File: src/rtl/control_sequencer_pkg.sv
// Shared definitions for the microcode sequencer: opcodes, control-word layout
// and default geometry.
package control_sequencer_pkg;

    localparam int OPW_DEF   = 4;
    localparam int STEPS_DEF = 5;
    localparam int SW_DEF    = 3;
    localparam int CW_W      = 16;

    typedef enum logic [3:0] {
        OP_NOP = 4'h0,
        OP_LDA = 4'h1,
        OP_ADD = 4'h2,
        OP_SUB = 4'h3,
        OP_STA = 4'h4,
        OP_LDI = 4'h5,
        OP_JMP = 4'h6,
        OP_JC  = 4'h7,
        OP_JZ  = 4'h8,
        OP_OUT = 4'hE,
        OP_HLT = 4'hF
    } opcode_e;

    // Bit positions within the control word
    localparam int CW_PC_OE    = 0;
    localparam int CW_PC_INC   = 1;
    localparam int CW_PC_JMP   = 2;
    localparam int CW_MAR_IN   = 3;
    localparam int CW_RAM_OE   = 4;
    localparam int CW_RAM_IN   = 5;
    localparam int CW_IR_IN    = 6;
    localparam int CW_IR_OE    = 7;
    localparam int CW_A_IN     = 8;
    localparam int CW_A_OE     = 9;
    localparam int CW_B_IN     = 10;
    localparam int CW_ALU_OE   = 11;
    localparam int CW_ALU_SUB  = 12;
    localparam int CW_FLAGS_IN = 13;
    localparam int CW_OUT_IN   = 14;
    localparam int CW_HALT     = 15;

    typedef logic [CW_W-1:0] ctrl_word_t;

endpackage

File: src/rtl/control_sequencer_if.sv
// Sequencer <-> datapath connection: instruction/flag inputs and control strobes.
interface control_sequencer_if
    import control_sequencer_pkg::*;
#(
    parameter int OPW = OPW_DEF,
    parameter int SW  = SW_DEF
);
    logic [OPW-1:0] opcode;
    logic           carry_flag;
    logic           zero_flag;
    logic           pc_oe;
    logic           pc_inc;
    logic           pc_jmp;
    logic           mar_in;
    logic           ram_oe;
    logic           ram_in;
    logic           ir_in;
    logic           ir_oe;
    logic           a_in;
    logic           a_oe;
    logic           b_in;
    logic           alu_oe;
    logic           alu_sub;
    logic           flags_in;
    logic           out_in;
    logic           halt;
    logic [SW-1:0]  step;

    modport seq (
        input  opcode, carry_flag, zero_flag,
        output pc_oe, pc_inc, pc_jmp, mar_in, ram_oe, ram_in, ir_in, ir_oe,
               a_in, a_oe, b_in, alu_oe, alu_sub, flags_in, out_in, halt, step
    );

    modport dp (
        output opcode, carry_flag, zero_flag,
        input  pc_oe, pc_inc, pc_jmp, mar_in, ram_oe, ram_in, ir_in, ir_oe,
               a_in, a_oe, b_in, alu_oe, alu_sub, flags_in, out_in, halt, step
    );
endinterface

File: src/rtl/control_sequencer_rom.sv
// Combinational microcode table: (step, opcode, flags) -> control word.
// The halt bit here only marks T2 of HLT; the sequencer turns it into state.
module control_rom
    import control_sequencer_pkg::*;
#(
    parameter int OPW = OPW_DEF,
    parameter int SW  = SW_DEF
) (
    input  logic [SW-1:0]  step,
    input  logic [OPW-1:0] opcode,
    input  logic           carry_flag,
    input  logic           zero_flag,
    output ctrl_word_t     cw
);

    always_comb begin
        cw = '0;
        case (step)
            SW'(0): begin
                cw[CW_PC_OE]  = 1'b1;
                cw[CW_MAR_IN] = 1'b1;
            end
            SW'(1): begin
                cw[CW_RAM_OE] = 1'b1;
                cw[CW_IR_IN]  = 1'b1;
                cw[CW_PC_INC] = 1'b1;
            end
            SW'(2): begin
                case (opcode)
                    OPW'(OP_LDA), OPW'(OP_ADD), OPW'(OP_SUB), OPW'(OP_STA): begin
                        cw[CW_IR_OE]  = 1'b1;
                        cw[CW_MAR_IN] = 1'b1;
                    end
                    OPW'(OP_LDI): begin
                        cw[CW_IR_OE] = 1'b1;
                        cw[CW_A_IN]  = 1'b1;
                    end
                    OPW'(OP_JMP): begin
                        cw[CW_IR_OE]  = 1'b1;
                        cw[CW_PC_JMP] = 1'b1;
                    end
                    // Untaken conditional jumps still spend the full instruction time
                    OPW'(OP_JC): begin
                        cw[CW_IR_OE]  = 1'b1;
                        cw[CW_PC_JMP] = carry_flag;
                    end
                    OPW'(OP_JZ): begin
                        cw[CW_IR_OE]  = 1'b1;
                        cw[CW_PC_JMP] = zero_flag;
                    end
                    OPW'(OP_OUT): begin
                        cw[CW_A_OE]   = 1'b1;
                        cw[CW_OUT_IN] = 1'b1;
                    end
                    OPW'(OP_HLT): begin
                        cw[CW_HALT] = 1'b1;
                    end
                    default: ;
                endcase
            end
            SW'(3): begin
                case (opcode)
                    OPW'(OP_LDA): begin
                        cw[CW_RAM_OE] = 1'b1;
                        cw[CW_A_IN]   = 1'b1;
                    end
                    OPW'(OP_ADD), OPW'(OP_SUB): begin
                        cw[CW_RAM_OE] = 1'b1;
                        cw[CW_B_IN]   = 1'b1;
                    end
                    OPW'(OP_STA): begin
                        cw[CW_A_OE]   = 1'b1;
                        cw[CW_RAM_IN] = 1'b1;
                    end
                    default: ;
                endcase
            end
            SW'(4): begin
                case (opcode)
                    OPW'(OP_ADD), OPW'(OP_SUB): begin
                        cw[CW_ALU_OE]   = 1'b1;
                        cw[CW_A_IN]     = 1'b1;
                        cw[CW_FLAGS_IN] = 1'b1;
                        cw[CW_ALU_SUB]  = (opcode == OPW'(OP_SUB));
                    end
                    default: ;
                endcase
            end
            default: ;
        endcase
    end

endmodule

File: src/rtl/control_sequencer.sv
// T-state sequencer: owns step/halted state, gates the microcode word with
// clr and halted, and exposes halt during T2 of HLT as well as afterwards.
module control_sequencer
    import control_sequencer_pkg::*;
#(
    parameter int OPW   = OPW_DEF,
    parameter int STEPS = STEPS_DEF,
    parameter int SW    = SW_DEF
) (
    input  logic              clk,
    input  logic              clr,
    control_sequencer_if.seq  bus
);

    localparam logic [SW-1:0] LAST_STEP = SW'(STEPS - 1);

    logic [SW-1:0] step_reg, step_next;
    logic          halted_reg, halted_next;
    ctrl_word_t    rom_cw;
    ctrl_word_t    gated_cw;
    logic          run;

    control_rom #(
        .OPW (OPW),
        .SW  (SW)
    ) u_rom (
        .step       (step_reg),
        .opcode     (bus.opcode),
        .carry_flag (bus.carry_flag),
        .zero_flag  (bus.zero_flag),
        .cw         (rom_cw)
    );

    always_ff @(posedge clk) begin
        if (clr) begin
            step_reg   <= '0;
            halted_reg <= 1'b0;
        end else begin
            step_reg   <= step_next;
            halted_reg <= halted_next;
        end
    end

    // The halting edge also holds step, so a halted machine sits at T2
    always_comb begin
        step_next   = step_reg;
        halted_next = halted_reg;
        if (!halted_reg) begin
            if (rom_cw[CW_HALT]) begin
                halted_next = 1'b1;
            end else if (step_reg == LAST_STEP) begin
                step_next = '0;
            end else begin
                step_next = step_reg + SW'(1);
            end
        end
    end

    assign run = !clr && !halted_reg;

    for (genvar gi = 0; gi < CW_W; gi++) begin : g_gate
        assign gated_cw[gi] = rom_cw[gi] & run;
    end

    assign bus.pc_oe    = gated_cw[CW_PC_OE];
    assign bus.pc_inc   = gated_cw[CW_PC_INC];
    assign bus.pc_jmp   = gated_cw[CW_PC_JMP];
    assign bus.mar_in   = gated_cw[CW_MAR_IN];
    assign bus.ram_oe   = gated_cw[CW_RAM_OE];
    assign bus.ram_in   = gated_cw[CW_RAM_IN];
    assign bus.ir_in    = gated_cw[CW_IR_IN];
    assign bus.ir_oe    = gated_cw[CW_IR_OE];
    assign bus.a_in     = gated_cw[CW_A_IN];
    assign bus.a_oe     = gated_cw[CW_A_OE];
    assign bus.b_in     = gated_cw[CW_B_IN];
    assign bus.alu_oe   = gated_cw[CW_ALU_OE];
    assign bus.alu_sub  = gated_cw[CW_ALU_SUB];
    assign bus.flags_in = gated_cw[CW_FLAGS_IN];
    assign bus.out_in   = gated_cw[CW_OUT_IN];
    assign bus.halt     = (halted_reg && !clr) || gated_cw[CW_HALT];
    assign bus.step     = step_reg;

endmodule
File: src/flat_wrapper.sv
// flat-port wrapper written by rule: the top's interface ports become plain ports
module control_sequencer_flat import control_sequencer_pkg::*;
#(
    parameter int OPW   = OPW_DEF,
    parameter int STEPS = STEPS_DEF,
    parameter int SW    = SW_DEF
)
  (clk, clr, bus_opcode, bus_carry_flag, bus_zero_flag, bus_pc_oe, bus_pc_inc, bus_pc_jmp, bus_mar_in, bus_ram_oe, bus_ram_in, bus_ir_in, bus_ir_oe, bus_a_in, bus_a_oe, bus_b_in, bus_alu_oe, bus_alu_sub, bus_flags_in, bus_out_in, bus_halt, bus_step);
  control_sequencer_if #(.OPW(OPW), .SW(SW)) bus_i ();
  input  logic clk;
  input  logic clr;
  input wire logic [$bits(bus_i.opcode)-1:0] bus_opcode;
  input wire logic [$bits(bus_i.carry_flag)-1:0] bus_carry_flag;
  input wire logic [$bits(bus_i.zero_flag)-1:0] bus_zero_flag;
  output wire logic [$bits(bus_i.pc_oe)-1:0] bus_pc_oe;
  output wire logic [$bits(bus_i.pc_inc)-1:0] bus_pc_inc;
  output wire logic [$bits(bus_i.pc_jmp)-1:0] bus_pc_jmp;
  output wire logic [$bits(bus_i.mar_in)-1:0] bus_mar_in;
  output wire logic [$bits(bus_i.ram_oe)-1:0] bus_ram_oe;
  output wire logic [$bits(bus_i.ram_in)-1:0] bus_ram_in;
  output wire logic [$bits(bus_i.ir_in)-1:0] bus_ir_in;
  output wire logic [$bits(bus_i.ir_oe)-1:0] bus_ir_oe;
  output wire logic [$bits(bus_i.a_in)-1:0] bus_a_in;
  output wire logic [$bits(bus_i.a_oe)-1:0] bus_a_oe;
  output wire logic [$bits(bus_i.b_in)-1:0] bus_b_in;
  output wire logic [$bits(bus_i.alu_oe)-1:0] bus_alu_oe;
  output wire logic [$bits(bus_i.alu_sub)-1:0] bus_alu_sub;
  output wire logic [$bits(bus_i.flags_in)-1:0] bus_flags_in;
  output wire logic [$bits(bus_i.out_in)-1:0] bus_out_in;
  output wire logic [$bits(bus_i.halt)-1:0] bus_halt;
  output wire logic [$bits(bus_i.step)-1:0] bus_step;
  assign bus_i.opcode = bus_opcode;
  assign bus_i.carry_flag = bus_carry_flag;
  assign bus_i.zero_flag = bus_zero_flag;
  assign bus_pc_oe = bus_i.pc_oe;
  assign bus_pc_inc = bus_i.pc_inc;
  assign bus_pc_jmp = bus_i.pc_jmp;
  assign bus_mar_in = bus_i.mar_in;
  assign bus_ram_oe = bus_i.ram_oe;
  assign bus_ram_in = bus_i.ram_in;
  assign bus_ir_in = bus_i.ir_in;
  assign bus_ir_oe = bus_i.ir_oe;
  assign bus_a_in = bus_i.a_in;
  assign bus_a_oe = bus_i.a_oe;
  assign bus_b_in = bus_i.b_in;
  assign bus_alu_oe = bus_i.alu_oe;
  assign bus_alu_sub = bus_i.alu_sub;
  assign bus_flags_in = bus_i.flags_in;
  assign bus_out_in = bus_i.out_in;
  assign bus_halt = bus_i.halt;
  assign bus_step = bus_i.step;
  control_sequencer #(.OPW(OPW), .STEPS(STEPS), .SW(SW)) u_core (.clk(clk), .clr(clr), .bus(bus_i));
endmodule
File: config.mk
export PLATFORM = sky130hd
export DESIGN_NAME = control_sequencer_flat
export DESIGN_NICKNAME = d
export VERILOG_FILES = /design/src/rtl/control_sequencer_pkg.sv /design/src/rtl/control_sequencer_if.sv /design/src/rtl/control_sequencer_rom.sv /design/src/rtl/control_sequencer.sv /design/src/flat_wrapper.sv
export SDC_FILE = /design/constraint.sdc
export NUM_CORES = 1
export LEC_CHECK = 0
export BUFFER_PORTS_ARGS = -buffer_cell sky130_fd_sc_hd__buf_2
export CORE_AREA = 2 2 39 41
export DETAILED_ROUTE_END_ITERATION = 8
export DIE_AREA = 0 0 41 43
export PLACE_DENSITY = 0.85
export SLEW_MARGIN = 30
export SYNTH_ARGS = -nofsm -noshare
export SYNTH_HDL_FRONTEND = slang
export SYNTH_HIERARCHICAL = 1
export SYNTH_SLANG_ARGS = --single-unit
File: constraint.sdc
create_clock -name clk -period 3.5 [get_ports clk]
set_input_delay 0.525 -clock clk [delete_from_list [all_inputs] [get_ports clk]]
set_output_delay 0.525 -clock clk [all_outputs]
set_load 0.1 [all_outputs]
### Word level (Yosys, flattened, before mapping)

Index checks and enable logic that the tools add are counted.
W data, S select, Z words.

| word-level totals | value |
|---|---|
| flip-flop bits (word level) | 4 |
| output and inout bits | 19 |

| operators by class | value |
|---|---|
| add/subtract/negate cells | 1 |
| equal/unequal tests | 14 |
| multiplexer cells | 26 |
| bitwise gates (word level) | 17 |
| reductions and logical operators | 11 |

Operator list:

| cell | number |
|---|---|
| $mux W1 | 17 |
| $eq A4 B3 Y1 const B | 4 |
| $and A1 B1 Y1 | 15 |
| $eq A4 B4 Y1 const B | 3 |
| $mux W3 | 3 |
| $eq A4 B2 Y1 const B | 2 |
| $reduce_or A8 Y1 | 1 |
| $eq A3 B2 Y1 const B | 2 |
| $pmux W1 S2 | 3 |
| $pmux W1 S3 | 2 |
| $eq A4 B1 Y1 const B | 1 |
| $reduce_or A4 Y1 | 1 |
| $add A3 B1 Y3 const B | 1 |
| $eq A3 B1 Y1 const B | 1 |
| $eq A3 B3 Y1 const B | 1 |
| $logic_not A3 Y1 | 1 |
| $reduce_or A3 Y1 | 1 |
| $logic_and A1 B1 Y1 | 2 |
| $logic_not A1 Y1 | 2 |
| $mux W2 | 1 |
| $not A1 Y1 | 2 |
| $reduce_and A2 Y1 | 1 |
| $reduce_or A2 Y1 | 1 |
| $logic_or A1 B1 Y1 | 1 |

### Longest topological paths before layout

| logic depth | value |
|---|---|
| depth in word-level cells | 5 |
| gate-level depth with buffers | 6 |

### Cells and area by module

The synthesis kept the hierarchy.

Modules (own cells, without submodules):

| module | times used | cells an instance | area an instance (µm²) | sequential area each (µm²) |
|---|---|---|---|---|
| control_sequencer | 1 | 39 | 299.0 | 80.1 |
| control_rom | 1 | 41 | 277.8 | 0.0 |

### Least setup slack after synthesis

OpenSTA, ideal clock, no wires.

| timing | value |
|---|---|
| path kind | reg-to-output |
| from | reg u_core.step_reg[1], in the netlist u_core/bus.step[1] |
| to | out bus_halt |
| arrival | 3.077 ns |
| required time | 2.975 ns |
| slack | -0.102 ns |
| cell stages (with the launch flop) | 6 |
| path through | dfxtp_1 > and2b_1 > nand2_1 > nor3_1 > nor2_2 > nor2_1 |

| between the ends | value |
|---|---|
| word-level cells in the longest chain between the ends | 4 |

Ends and longest elaborated chain:

| element | line | RTL |
|---|---|---|
| start: declaration | control_sequencer.sv:17 | `logic [SW-1:0] step_reg, step_next;` |
| start signal: assignment | control_sequencer.sv:39 | `step_reg <= step_next;` |
| $eq A3 B2 Y1 | control_sequencer_rom.sv:18 | `case (step)` |
| $mux W2 | control_sequencer_rom.sv:18 |  |
| via u_core.rom_cw[15] | control_sequencer.sv:19 | `ctrl_word_t rom_cw;` |
| $and A1 B1 Y1 | control_sequencer.sv:62 | `assign gated_cw[gi] = rom_cw[gi] & run;` |
| $logic_or A1 B1 Y1 | control_sequencer.sv:80 | `assign bus.halt = (halted_reg && !clr) \|\| gated_cw[CW_HALT];` |
| end: declaration | flat_wrapper.sv:30 | `output wire logic [$bits(bus_i.halt)-1:0] bus_halt;` |

The timed path passes the listed nets, and every way through them passes these cells.

### Worst setup path after layout

Same ends and word-level chain as after synthesis.

==> summary.txt <==
Outcome - finished clean
Starting DRT DRC Count - 4
PwrDens - 374 nW/um^2
Most common cell in the netlist - and2_1
Clock-pin slew on the worst setup and hold paths - 40 ps
Synth cell types - 31
Port Buf Inserts - 26
Finished Layout Cells - 117
Tot Pwr - 0.000258 W
Mean post-synth cell area - 7.21 um^2
Mux cell area share after synthesis - 0%
HP Class - primary input to register
Post-synth top area cell - and2_1
Core Footprint - 1380 um^2
Area growth from synthesis to layout - 20.0%
WS Path Type - register to output pin
Total wire length - 1.29 mm
Period minus WS final - 2690 ps
Die H - 43 um
Main combinational cell family by area after synthesis - simple AND/OR/NAND/NOR gates
Post-route ant nets - 0
# Max-Cap Violations - 0
Post-synth ARST share - 0%
Post-Syn Area - 577 um^2
Hold path endpoint - u_core/bus.step[2]$_SDFFE_PP0P_
Final number of hold-violating endpoints - 0
Layout Skew - 5.77 ps
Worst R2R Path Depth - 6
Fin crit share - 77.0%
Final-report setup violation count - 0
Measured slew at the worst slew-check pin - 515 ps
Synthesized-area fraction occupied by and/or/nand/nor cells - 49.7%
GPL Wtd Cong - 0.694
Fin util - 50.0%
Post-CTS Resized - 0
Synth top area cells - and2_1 (16%), dfxtp_1 (14%), ha_1 (4.3%)
FF-to-FF setup slack - 1770 ps
Worst-Skew Late Latency - 230 ps
Slew headroom - 65.4%
Synth Warn # - 6
Hold-fix buffer count after cts - 0
Synth top area share - 16.3%
Critical Path RT - 2970 ps
Initial Utilization - 41.7%
Hold_sp - clr
Post-CTS setup buffers - 0
Crit. End Element - output pin
CTS Buf Count - 3
Max reg flops - 3
Inst Count DP - 114
Via count - 622
Seq/Total Area, Yosys - 13.9%
GRT Overall Usage - 15.6%
Cells after synthesis - 80
Number of diodes - 0
Synth Area in Compound Gates - 16.1%
First-pass GRT wire length - 1.94 mm
Drt wl/cell - 11.0 um
Startpoint types - register
Share of cells above drive strength 1 - 34.7%
Post-DP HPWL - 972 um
Rows - 14
Die area - 1760 um^2
Clock buffer depth - 2
Via density - 5.32
Peak VDD IR - 0.000282 V
# clock sinks - 4
RSZ-0062 raised after global routing - no
F_max - 371 MHz
Crit path max fanout - 11
Critical path startpoint - u_core/bus.step[1]$_SDFFE_PP0P_
Total gr overflow - 0
Pin count of the biggest net entering global routing - 16
Main synth FF type - dfxtp_1
Post-synth EDFFs - 0
Fin. max-slew vios - 0
Leak Pwr - 0.345 nW
Final hold slack - 568 ps
Setup TNS - 0 ps
Reg-to-reg startpoint - u_core/bus.step[1]$_SDFFE_PP0P_
CTS tree - yes
DRC violations left - 0
Post-synthesis xor/xnor area fraction - 3.04%
Hold depth - 2
R2R Path End - u_core/bus.step[0]$_SDFFE_PP0P_
Syn Nets - 90
DRT Pass-1 Iters - 4
Die X - 41 um
Num ports - 27
Post-synthesis adder-cell area fraction - 4.34%
Clk root buf - clkbuf_4
Nets - 113
Worst EP arrival - 2170 ps
Most frequent cells after synthesis - and2_1 (15), nor2_1 (6), nand2_1 (5)
CTS H-tree depth - 1
Vias in the first global route - 494
Initial antenna violation count - 0
Flops & latches, synth - 4
==> kinds of logic after synthesis <==
family	count (synthesis)
compound gates	14
xor+xnor	2
fa+ha+maj	2
buf+inv	12
flops	4
simple gates	46
==> report_power, final <==
group	total, W	leakage (nW)	internal, W	switching (W)
clock network	0.0000553	0.0138	0.0000382	0.0000171
registers	0.0000612	0.0328	0.0000497	0.0000115
logic	0.000142	0.299	0.0000306	0.000111
total	0.000258	0.345	0.000119	0.000140
==> critical path: stages, from the launching register on <==
cell	delay, ps
dfxtp_1	520
and2b_1	220
nand2_1	110
nor3_1	430
nor2_2	140
nor2_2	100
buf_2	420
==> worst max path at each step <==
stage,end,slack [ps],depth (start not counted)
global route,bus_halt,680,6
CTS,bus_halt,840,6
global placement,bus_halt,1150,6
finish,bus_halt,810,6
floorplan,bus_halt,360,5
detailed placement,bus_halt,1040,6
==> metal layers <==
metal	share of wire [%]	GRT usage [%]	wire length (um)	up-vias
li1	-	-	-	321
met1	44	18.4	563	276
met2	49	25.9	629	25
met3	7.3	6.28	94	0
met4	0	2.00	0	0
met5	0	0	0	-
==> cell usage in the layout, fill, tap and decap left out, types with 3 or more instances in the layout <==
cell | netlist | final
inv_1 | 4 | 4
and2_1 | 15 | 15
dfxtp_1 | 4 | 4
a21oi_1 | 4 | 4
o21ai_0 | 3 | 3
nor2_1 | 6 | 5
buf_2 | 3 | 26
clkbuf_4 | 0 | 3
nand2_1 | 5 | 5
nor3_1 | 4 | 4
==> final cells by class <==
cell class,instances,area (um^2)
inverters,4,15.0
multi-input cells,64,424
clock buffers,3,22.5
flip-flops and latches,4,80.1
well taps,16,20.0
fillers,159,692
repair buffers,26,130
==> stage by stage <==
stage	area (um^2)	setup slack (ps)
2_1_floorplan	579	359
3_3_place_gp	669	1150
3_5_place_dp	669	1040
4_1_cts	692	845
5_1_grt	692	678
6_report	692	806
Power figures use the tool's default switching activity.
